File: config.mk
export PLATFORM = sky130hd
export DESIGN_NAME = wb_pattern_master
export DESIGN_NICKNAME = d
export VERILOG_FILES = /design/src/rtl/wb_master_pkg.sv /design/src/rtl/wb_pattern_chk.sv /design/src/rtl/wb_pattern_master.sv
export SDC_FILE = /design/constraint.sdc
export NUM_CORES = 1
export LEC_CHECK = 0
export CAP_MARGIN = 20
export CORE_ASPECT_RATIO = 1.1
export CORE_UTILIZATION = 38
export DETAILED_ROUTE_END_ITERATION = 12
export MAX_ROUTING_LAYER = met4
export PLACE_DENSITY = 0.77
export SYNTH_ARGS = -nofsm -noshare
export SYNTH_HDL_FRONTEND = slang
export SYNTH_SLANG_ARGS = --single-unit
File: constraint.sdc
create_clock -name wb_clk_i -period 2.89 [get_ports wb_clk_i]
set_input_delay 0.578 -clock wb_clk_i [delete_from_list [all_inputs] [get_ports wb_clk_i]]
set_output_delay 0.578 -clock wb_clk_i [all_outputs]
set_load 0.03 [all_outputs]
File: src/rtl/wb_master_pkg.sv
// Shared types and constants for the Wishbone pattern master.
// Holds:
//   - the FSM state type;
//   - the cycle-type (CTI) codes;
//   - the data-pattern key and the pattern generator used for writes and read compares.
package wb_master_pkg;

  typedef enum logic [2:0] {
    StIdle,
    StWaitInit,
    StWrBurst,
    StWrGap,
    StRdBurst,
    StRdGap,
    StDone
  } state_e;

  localparam logic [2:0]  CTI_INCR    = 3'b010;
  localparam logic [2:0]  CTI_EOB     = 3'b111;
  localparam logic [31:0] PATTERN_KEY = 32'hA5A5_5A5A;

  // Data word tied to its own address, so a misrouted beat reads back wrong.
  function automatic logic [31:0] gen_pattern(input logic [25:0] addr);
    return {6'b0, addr} ^ PATTERN_KEY;
  endfunction

endpackage

File: src/rtl/wb_pattern_chk.sv
// Read-data checker for the Wishbone pattern master.
// It compares each acknowledged read beat with the expected pattern for its address.
// It also keeps a saturating mismatch count and the address of the first mismatch.
// Ports:
//   clk_i, rst_ni      clock, asynchronous active-low reset
//   clear_i            start of a new run; clears count and captured address
//   chk_en_i           a read beat is acknowledged this cycle
//   addr_i, rd_data_i  beat address and returned data
//   err_cnt_o          mismatch count, saturates at 16'hFFFF
//   first_err_addr_o   address of the first mismatch since clear_i
module wb_pattern_chk
  import wb_master_pkg::*;
(
  input  logic        clk_i,
  input  logic        rst_ni,
  input  logic        clear_i,
  input  logic        chk_en_i,
  input  logic [25:0] addr_i,
  input  logic [31:0] rd_data_i,
  output logic [15:0] err_cnt_o,
  output logic [25:0] first_err_addr_o
);

  logic [15:0] err_cnt_q, err_cnt_d;
  logic [25:0] first_q, first_d;
  logic        mismatch;

  always_comb begin
    err_cnt_d = err_cnt_q;
    first_d   = first_q;
    mismatch  = chk_en_i && (rd_data_i != gen_pattern(addr_i));
    if (clear_i) begin
      err_cnt_d = '0;
      first_d   = '0;
    end else if (mismatch) begin
      if (err_cnt_q != 16'hFFFF) err_cnt_d = err_cnt_q + 16'd1;
      if (err_cnt_q == 16'h0000) first_d = addr_i;
    end
  end

  always_ff @(posedge clk_i or negedge rst_ni) begin
    if (!rst_ni) begin
      err_cnt_q <= '0;
      first_q   <= '0;
    end else begin
      err_cnt_q <= err_cnt_d;
      first_q   <= first_d;
    end
  end

  assign err_cnt_o        = err_cnt_q;
  assign first_err_addr_o = first_q;

endmodule

File: src/rtl/wb_pattern_master.sv
// Wishbone memory test master.
// After start_i and SDRAM init it runs two phases:
//   - writes NUM_BURSTS incrementing bursts of BURST_LEN address-derived words;
//   - reads the same bursts back and compares them.
// Each burst is followed by one idle cycle.
// Optional feature (macro WB_MASTER_TIMEOUT_EN): an 8-bit stall watchdog.
// The watchdog aborts the run to DONE with timeout_o set after 255 unacknowledged strobe cycles.
// Without the macro, the master waits forever for ack and timeout_o is 0.
// Ports:
//   wb_clk_i, wb_rst_i (async, active-low)
//   start_i, sdr_init_done                                  control inputs
//   wb_cyc_o/stb_o/we_o/addr_o/dat_o/sel_o/cti_o            Wishbone request
//   wb_ack_i, wb_dat_i                                      Wishbone response
//   busy_o, done_o, err_cnt_o, first_err_addr_o, timeout_o  status
module wb_pattern_master
  import wb_master_pkg::*;
#(
  parameter logic [25:0] BASE_ADDR  = 26'h0,
  parameter int unsigned BURST_LEN  = 8,
  parameter int unsigned NUM_BURSTS = 16
) (
  input  logic        wb_clk_i,
  input  logic        wb_rst_i,
  input  logic        start_i,
  input  logic        sdr_init_done,
  output logic        wb_cyc_o,
  output logic        wb_stb_o,
  output logic        wb_we_o,
  output logic [25:0] wb_addr_o,
  output logic [31:0] wb_dat_o,
  output logic [3:0]  wb_sel_o,
  output logic [2:0]  wb_cti_o,
  input  logic        wb_ack_i,
  input  logic [31:0] wb_dat_i,
  output logic        busy_o,
  output logic        done_o,
  output logic [15:0] err_cnt_o,
  output logic [25:0] first_err_addr_o,
  output logic        timeout_o
);

  localparam logic [3:0] LastBeat  = 4'(BURST_LEN - 1);
  localparam logic [7:0] LastBurst = 8'(NUM_BURSTS - 1);

  state_e      state_q, state_d;
  logic [3:0]  beat_q, beat_d;
  logic [7:0]  burst_q, burst_d;
  logic        in_burst, last_beat, start_run, wdog_expired;
  logic [23:0] beat_idx;
  logic [25:0] beat_addr;

  always_comb begin
    in_burst  = (state_q == StWrBurst) || (state_q == StRdBurst);
    last_beat = (beat_q == LastBeat);
    start_run = start_i && ((state_q == StIdle) || (state_q == StDone));
    beat_idx  = 24'(32'(burst_q) * BURST_LEN + 32'(beat_q));
    beat_addr = BASE_ADDR + {beat_idx, 2'b00};
  end

`ifdef WB_MASTER_TIMEOUT_EN
  logic [7:0] wdog_q, wdog_d;
  logic       timeout_q, timeout_d;

  // Counts consecutive stalled strobe cycles; wdog_q==254 marks the 255th.
  always_comb begin
    wdog_d       = '0;
    wdog_expired = in_burst && !wb_ack_i && (wdog_q == 8'd254);
    if (in_burst && !wb_ack_i) wdog_d = wdog_q + 8'd1;
    timeout_d = timeout_q;
    if (start_run) timeout_d = 1'b0;
    else if (wdog_expired) timeout_d = 1'b1;
  end

  always_ff @(posedge wb_clk_i or negedge wb_rst_i) begin
    if (!wb_rst_i) begin
      wdog_q    <= '0;
      timeout_q <= 1'b0;
    end else begin
      wdog_q    <= wdog_d;
      timeout_q <= timeout_d;
    end
  end

  assign timeout_o = timeout_q;
`else
  assign wdog_expired = 1'b0;
  assign timeout_o    = 1'b0;
`endif

  always_comb begin
    state_d = state_q;
    beat_d  = beat_q;
    burst_d = burst_q;
    unique case (state_q)
      StIdle, StDone: begin
        if (start_run) begin
          state_d = StWaitInit;
          beat_d  = '0;
          burst_d = '0;
        end
      end
      StWaitInit: begin
        if (sdr_init_done) state_d = StWrBurst;
      end
      StWrBurst, StRdBurst: begin
        if (wdog_expired) begin
          state_d = StDone;
        end else if (wb_ack_i) begin
          if (last_beat) begin
            beat_d  = '0;
            state_d = (state_q == StWrBurst) ? StWrGap : StRdGap;
          end else begin
            beat_d = beat_q + 4'd1;
          end
        end
      end
      StWrGap: begin
        if (burst_q == LastBurst) begin
          burst_d = '0;
          state_d = StRdBurst;
        end else begin
          burst_d = burst_q + 8'd1;
          state_d = StWrBurst;
        end
      end
      StRdGap: begin
        if (burst_q == LastBurst) begin
          burst_d = '0;
          state_d = StDone;
        end else begin
          burst_d = burst_q + 8'd1;
          state_d = StRdBurst;
        end
      end
      default: state_d = StIdle;
    endcase
  end

  always_ff @(posedge wb_clk_i or negedge wb_rst_i) begin
    if (!wb_rst_i) begin
      state_q <= StIdle;
      beat_q  <= '0;
      burst_q <= '0;
    end else begin
      state_q <= state_d;
      beat_q  <= beat_d;
      burst_q <= burst_d;
    end
  end

  // Request outputs are decoded from state only, so reset forces them to 0 at once.
  always_comb begin
    wb_cyc_o  = in_burst;
    wb_stb_o  = in_burst;
    wb_we_o   = (state_q == StWrBurst);
    wb_sel_o  = in_burst ? 4'hF : 4'h0;
    wb_addr_o = in_burst ? beat_addr : '0;
    wb_dat_o  = (state_q == StWrBurst) ? gen_pattern(beat_addr) : '0;
    wb_cti_o  = in_burst ? (last_beat ? CTI_EOB : CTI_INCR) : 3'b000;
    busy_o    = (state_q != StIdle) && (state_q != StDone);
    done_o    = (state_q == StDone);
  end

  wb_pattern_chk u_chk (
    .clk_i            (wb_clk_i),
    .rst_ni           (wb_rst_i),
    .clear_i          (start_run),
    .chk_en_i         ((state_q == StRdBurst) && wb_ack_i),
    .addr_i           (beat_addr),
    .rd_data_i        (wb_dat_i),
    .err_cnt_o        (err_cnt_o),
    .first_err_addr_o (first_err_addr_o)
  );

endmodule

==> flow_summary_export.csv, run 1 <==
group,metric,value,unit
outcome,outcome,"complete, no violations",
critical_path,cp.arrival,2.99,ns
synth,synthCells,393,
pwr,p_per_area,830,nW/µm²
placement,placed_area,4250,µm²
finish,stdcell_area,4430,µm²
cts,clock-sinks,43,
global_route,grt_pass1_vias,2856,
sta,period_needed,2.82,ns
cts,hold_buffers,0,
placement,routabilityCongestion,0.842,
placement,placement.io_buffers,110,
finish,final_cell_mix,"73 x clkdlybuf4s50_1, 43 x nand2_1, 41 x nor2_1, 41 x dfrtp_1, 40 x buf_4",
route,via_per_inst,5.10,
synth,ys_ff_latch,43,
finish,layout.nets,534,
sta,setup_viol,0,
floorplan,core_region_area,8410,µm²
cts,clk_pin_slew,0.09,ns
critical_path,start_kind,"flop",
synth,seq_area_frac_synth,32.4,%
sta,hold_viol,0,
floorplan,placementRows,35,
cts,cts_tree,"built",
route,wl_per_cell,14.8,µm
route,wirelength,8910,µm
sta,max_clock_freq,355,MHz
finish,area_growth,33.6,%
synth,async_reset_ff_share,100,%
placement,hpwlAfterDp,6770,µm
placement,dp_cells,595,
critical_path,crit_type,"flop to flop",
pwr,finalPower,0.00368,W
synth,yosys_warnings,0,
pwr,irDropWorstVdd,287,µV
route,dr.pass1.iters,4,
floorplan,dieArea,9110,µm²
synth,synthFlopType,"dfrtp_1",
sta,tightest_slew,0.989,ns
global_route,grt_max_degree,44,
synth,syn_avg_cell_area,8.44,µm²
global_route,grt_use_total,19.4,%
cts,h-tree-depth,2,
finish,mostFrequentLayoutCell,"clkdlybuf4s50_1",
synth,netlist_area,3320,µm²
cts,cts_buffer_depth,2,
route,drc,0,
synth,synth_edf_count,0,
floorplan,die_w,91.1,µm
global_route,antenna_found_initial,0,
route,ant_nets,0,
cts,clk_latency,0.31,ns
sta,period_share,97.5,%
global_route,grt-ovfl-total,0,
cts,cts_setup_buffers,0,
floorplan,boundaryPins,150,
finish,fillCellCount,775,
placement,pre_cts_ws,-0.0710,ns
finish,drive_above_1_share,13.2,%
hold_path,hold_class,"primary input to asynchronous set/reset pin",
cts,numCtsBuffers,5,
sta,fin_ws,0.0717,ns
run,drv_cap,0,
critical_path,crit_fanout,3,
sta,max-slew-margin-rel,34.1,%
floorplan,die_h,100,µm
finish,num_antenna_cells,0,
route,vias,3075,
sta,finClkSkew,0.0122,ns
global_route,grt_pass1_wl,13800,µm
floorplan,initial_core_util,39.4,%
sta,finalMaxSlewViolations,0,
pwr,leakage,1.95,nW
cts,cts_root_buf,"clkbuf_8",
route,drt_iter0_markers,136,
finish,seq_area,1080,µm²
finish,stdcell_count,603,
finish,multiInputGateArea,1810,µm²
synth,post_synth_num_cell_types,49,
critical_path,critPathCaptureType,"flop",
sta,finalSetupTns,0,ns
critical_path,cp.required,3.06,ns
==> layout make-up <==
class | count | area share, %
flip-flops and latches | 43 | 24.3
repair buffers | 129 | 27.5
clock buffers | 6 | 1.64
inverters | 13 | 1.10
multi-input cells | 299 | 40.9
well taps | 111 | 3.13
clock inverters | 2 | 1.36
==> state kept, by name (all words and copies together), names as in the netlist <==
register and cells:
u_chk.err_cnt_o 16, u_chk.first_err_addr_o 12, burst_q 8, beat_q 4, state_q 3
==> synth_stat cells, drive strengths merged (6+ instances only) <==
master	n	share of area, %
clkbuf	12	1.4
o31ai	12	2.7
mux2i	17	5.1
nor4	6	1.6
xnor2	10	3.2
or4	9	2.2
ha	6	2.3
dfrtp	43	32
a21oi	13	2.0
nand2	43	4.9
inv	13	1.5
nor2	41	4.6
o21ai	9	1.4
nor3	11	1.7
xor2	9	2.4
buf	64	15
nand3	17	2.9
nand4	9	1.7
==> what timing repair did <==
item | 4_1_cts | 5_1_grt
endpoints found under the hold margin | 0 | 0
pin swaps | 0 | 1
endpoints found under the setup margin | 15 | 29
gates resized for setup | 6 | 16
==> layer usage <==
metal | track usage, % | vias to the layer above | wire length (µm)
met3 | 4.92 | 12 | 799
met4 | 4.27 | 0 | 127
met1 | 22.5 | 1454 | 3560
met2 | 33.8 | 142 | 4420
li1 | - | 1467 | -
met5 | - | - | 0
==> metrics by stage <==
| step | hold slack, ns | utilization [%] |
|---|---|---|
| after floorplan | 0.282 | - |
| after global placement | 0.513 | 50.6 |
| after detailed placement | 0.529 | 50.6 |
| after CTS | 0.474 | 52.2 |
| after global routing | 0.498 | 52.7 |
| final | 0.429 | 52.7 |
==> kinds of logic after synthesis <==
logic type,count (synthesis),share of synthesized area [%]
flip-flops,43,32.4
multiplexers,17,5.13
buffers and inverters,89,17.8
AO/OA/AOI/OAI,52,10.4
other,1,0.113
AND/OR/NAND/NOR,166,26.3
XOR/XNOR,19,5.58
adder cells (fa/ha/maj),6,2.26
==> worst max-delay path: stages, from the launching register on <==
cell	delay [ns]
dfrtp_1	0.39
ha_1	0.22
ha_2	0.23
xnor2_4	0.17
xor2_1	0.18
nand4_1	0.11
a2111o_1	0.43
or4_4	0.52
buf_4	0.16
a21oi_1	0.18
nor3b_2	0.08
==> worst paths after layout <==
kind / startpoint / endpoint / slack [ns] / cells past startpoint
setup / recovery: beat_q[3]$_DFFE_PN0P_ / u_chk.err_cnt_o[12]$_DFFE_PN0P_ / 0.07 / 10
hold / removal: wb_rst_i / u_chk.err_cnt_o[3]$_DFFE_PN0P_ / 0.43 / 1
setup reg to reg: beat_q[3]$_DFFE_PN0P_ / u_chk.err_cnt_o[12]$_DFFE_PN0P_ / 0.07 / 10
hold reg to reg: u_chk.first_err_addr_o[9]$_DFFE_PN0P_ / u_chk.first_err_addr_o[9]$_DFFE_PN0P_ / 0.53 / 2
max in group asynchronous: wb_rst_i / burst_q[3]$_DFFE_PN0P_ / 1.79 / 1
min in group wb_clk_i: u_chk.first_err_addr_o[9]$_DFFE_PN0P_ / u_chk.first_err_addr_o[9]$_DFFE_PN0P_ / 0.53 / 2
==> power breakdown <==
| group | internal, W | total, W | switching, W |
|---|---|---|---|
| logic | 0.000870 | 0.00236 | 0.00149 |
| clock network | 0.000346 | 0.000569 | 0.000223 |
| registers | 0.000665 | 0.000745 | 0.0000802 |
(Power assumes the default switching activity.)
==> inputs of run 2 (changes only) <==
CTS_CLUSTER_DIAMETER = 80   (was not set)
==> results of run 2 <==
Final layout, timing and power as in run 1 (identical DEF).
==> inputs of run 3 (changes only) <==
CORE_MARGIN = 4   (was not set)
SETUP_SLACK_MARGIN = 0.15   (was not set)
==> flow_summary_export.csv, run 3 (synthesis results as in run 1) <==
group,metric,value,unit
outcome,outcome,"complete, no violations",
critical_path,cpPeakStageDelay,0.50,ns
cts,clock-sinks,43,
placement,hpwlAfterDp,6770,µm
finish,area_growth,35.9,%
finish,num_antenna_cells,0,
route,via_per_inst,5.10,
pwr,leakage,1.98,nW
floorplan,dieArea,10300,µm²
critical_path,crit_chain,"ha_2 -> ha_4 -> nand3_2 -> or3_4 -> xor2_1 -> o211ai_2 -> nor4_4 -> buf_4 -> buf_12 -> or4_1 -> o211a_1",
finish,largest_reg_flops,16,
route,drt_iter0_markers,128,
global_route,grt_max_degree,44,
sta,period_share,92.4,%
route,dr.pass1.iters,4,
placement,pre_cts_ws,-0.0913,ns
finish,final_cell_mix,"81 x clkdlybuf4s50_1, 43 x nand2_1, 42 x buf_4, 41 x dfrtp_1, 40 x nor2_1",
route,wirelength,9050,µm
critical_path,crit_family,"simple AND/OR/NAND/NOR gates",
route,ant_nets,0,
placement,routabilityCongestion,0.834,
sta,finalSetupTns,0,ns
finish,drive_above_1_share,15.9,%
cts,cts_tree,"built",
critical_path,cp.arrival,2.86,ns
sta,tightest_slew,0.554,ns
pwr,finalPower,0.00360,W
sta,finalMaxSlewViolations,0,
floorplan,core_region_area,8450,µm²
floorplan,die_h,106,µm
critical_path,slowest_stage,"or4_1",
hold_path,hold_class,"primary input to asynchronous set/reset pin",
sta,max-slew-margin-rel,62.8,%
global_route,grt_use_total,17.0,%
sta,hold_viol,0,
route,drc,0,
sta,fin_ws,0.220,ns
finish,stdcell_count,609,
placement,dp_cells,596,
sta,rsz0062_at_grt,"true",
floorplan,placementRows,35,
sta,max_clock_freq,375,MHz
critical_path,crit_fanout,13,
global_route,grt_pass1_vias,2967,
cts,h-tree-depth,2,
cts,clk_latency,0.30,ns
cts,cts_root_buf,"clkbuf_8",
global_route,grt_pass1_wl,14300,µm
cts,numCtsBuffers,5,
critical_path,cp_num_buf_inv,2,
critical_path,crit_type,"flop to flop",
run,drv_cap,0,
global_route,antenna_found_initial,0,
critical_path,rrSetupSlack,0.22,ns
critical_path,cp.required,3.08,ns
cts,cts_buffer_depth,2,
sta,setup_viol,0,
floorplan,boundaryPins,150,
placement,placed_area,4270,µm²
pwr,irDropWorstVdd,291,µV
sta,period_needed,2.67,ns
finish,layout.nets,540,
critical_path,start_kind,"flop",
route,vias,3104,
floorplan,die_w,97.1,µm
sta,finClkSkew,0.0129,ns
finish,mostFrequentLayoutCell,"clkdlybuf4s50_1",
critical_path,critPathCaptureType,"flop",
cts,clk_pin_slew,0.08,ns
global_route,grt-ovfl-total,0,
floorplan,initial_core_util,39.2,%
finish,stdcell_area,4510,µm²
pwr,p_per_area,799,nW/µm²
placement,placement.io_buffers,110,
route,wl_per_cell,14.9,µm
[run 3: per-layer routing]
metal,GRT usage [%],vias up,share of wire (%)
met5,-,-,0
met2,27.8,130,48
met4,3.91,0,0.86
li1,-,1486,-
met1,21.4,1477,43
met3,4.27,11,7.8
[run 3: report_power, final]
group	internal [W]	total, W	switching (W)
sequential	0.000665	0.000751	0.0000861
clock	0.000280	0.000490	0.000210
combinational	0.000884	0.00236	0.00148
total	0.00183	0.00360	0.00177
[run 3: what timing repair did]
action | in CTS | in global routing
setup buffers | 0 | 2
endpoints found under the hold margin | 0 | 0
endpoints found under the setup margin | 19 | 36
pin swaps | 2 | 5
gates resized for setup | 14 | 9
gates cloned | 1 | 1
hold buffers | 0 | 0
[run 3: layout make-up]
cell class,count,area [µm²]
Inverter,13,48.8
Tap cell,111,139
Timing Repair Buffer,134,1260
Fill cell,761,3940
Sequential cell,43,1080
Clock buffer,6,82.6
Clock inverter,2,35.0
Multi-Input combinational cell,300,1860
[run 3: worst reg2reg max path, cell delays in order, from the launching register on]
cell      delay (ns)
dfrtp_1         0.36
ha_2            0.21
ha_4            0.17
nand3_2         0.13
or3_4           0.38
xor2_1          0.17
o211ai_2        0.11
nor4_4          0.07
buf_4           0.17
buf_12          0.14
or4_1           0.51
o211a_1         0.14
[run 3: worst paths after layout]
check                      cells after the start                                    from                                     end
hold / removal                                 1                                wb_rst_i          u_chk.err_cnt_o[3]$_DFFE_PN0P_
setup / recovery                              11                   beat_q[3]$_DFFE_PN0P_         u_chk.err_cnt_o[13]$_DFFE_PN0P_
max in group asynchronous                      2                                wb_rst_i                  burst_q[4]$_DFFE_PN0P_
setup reg to reg                              11                   beat_q[3]$_DFFE_PN0P_         u_chk.err_cnt_o[13]$_DFFE_PN0P_
min in group wb_clk_i                          2  u_chk.first_err_addr_o[10]$_DFFE_PN0P_  u_chk.first_err_addr_o[10]$_DFFE_PN0P_
hold reg to reg                                2  u_chk.first_err_addr_o[10]$_DFFE_PN0P_  u_chk.first_err_addr_o[10]$_DFFE_PN0P_
[run 3: metrics by stage]
step / util [%] / hold WS, ns
CTS: 52.4 / 0.470
global placement: 50.5 / 0.512
global route: 53.4 / 0.0581
finish: 53.4 / 0.0765
floorplan: - / 0.282
detailed placement: 50.5 / 0.526
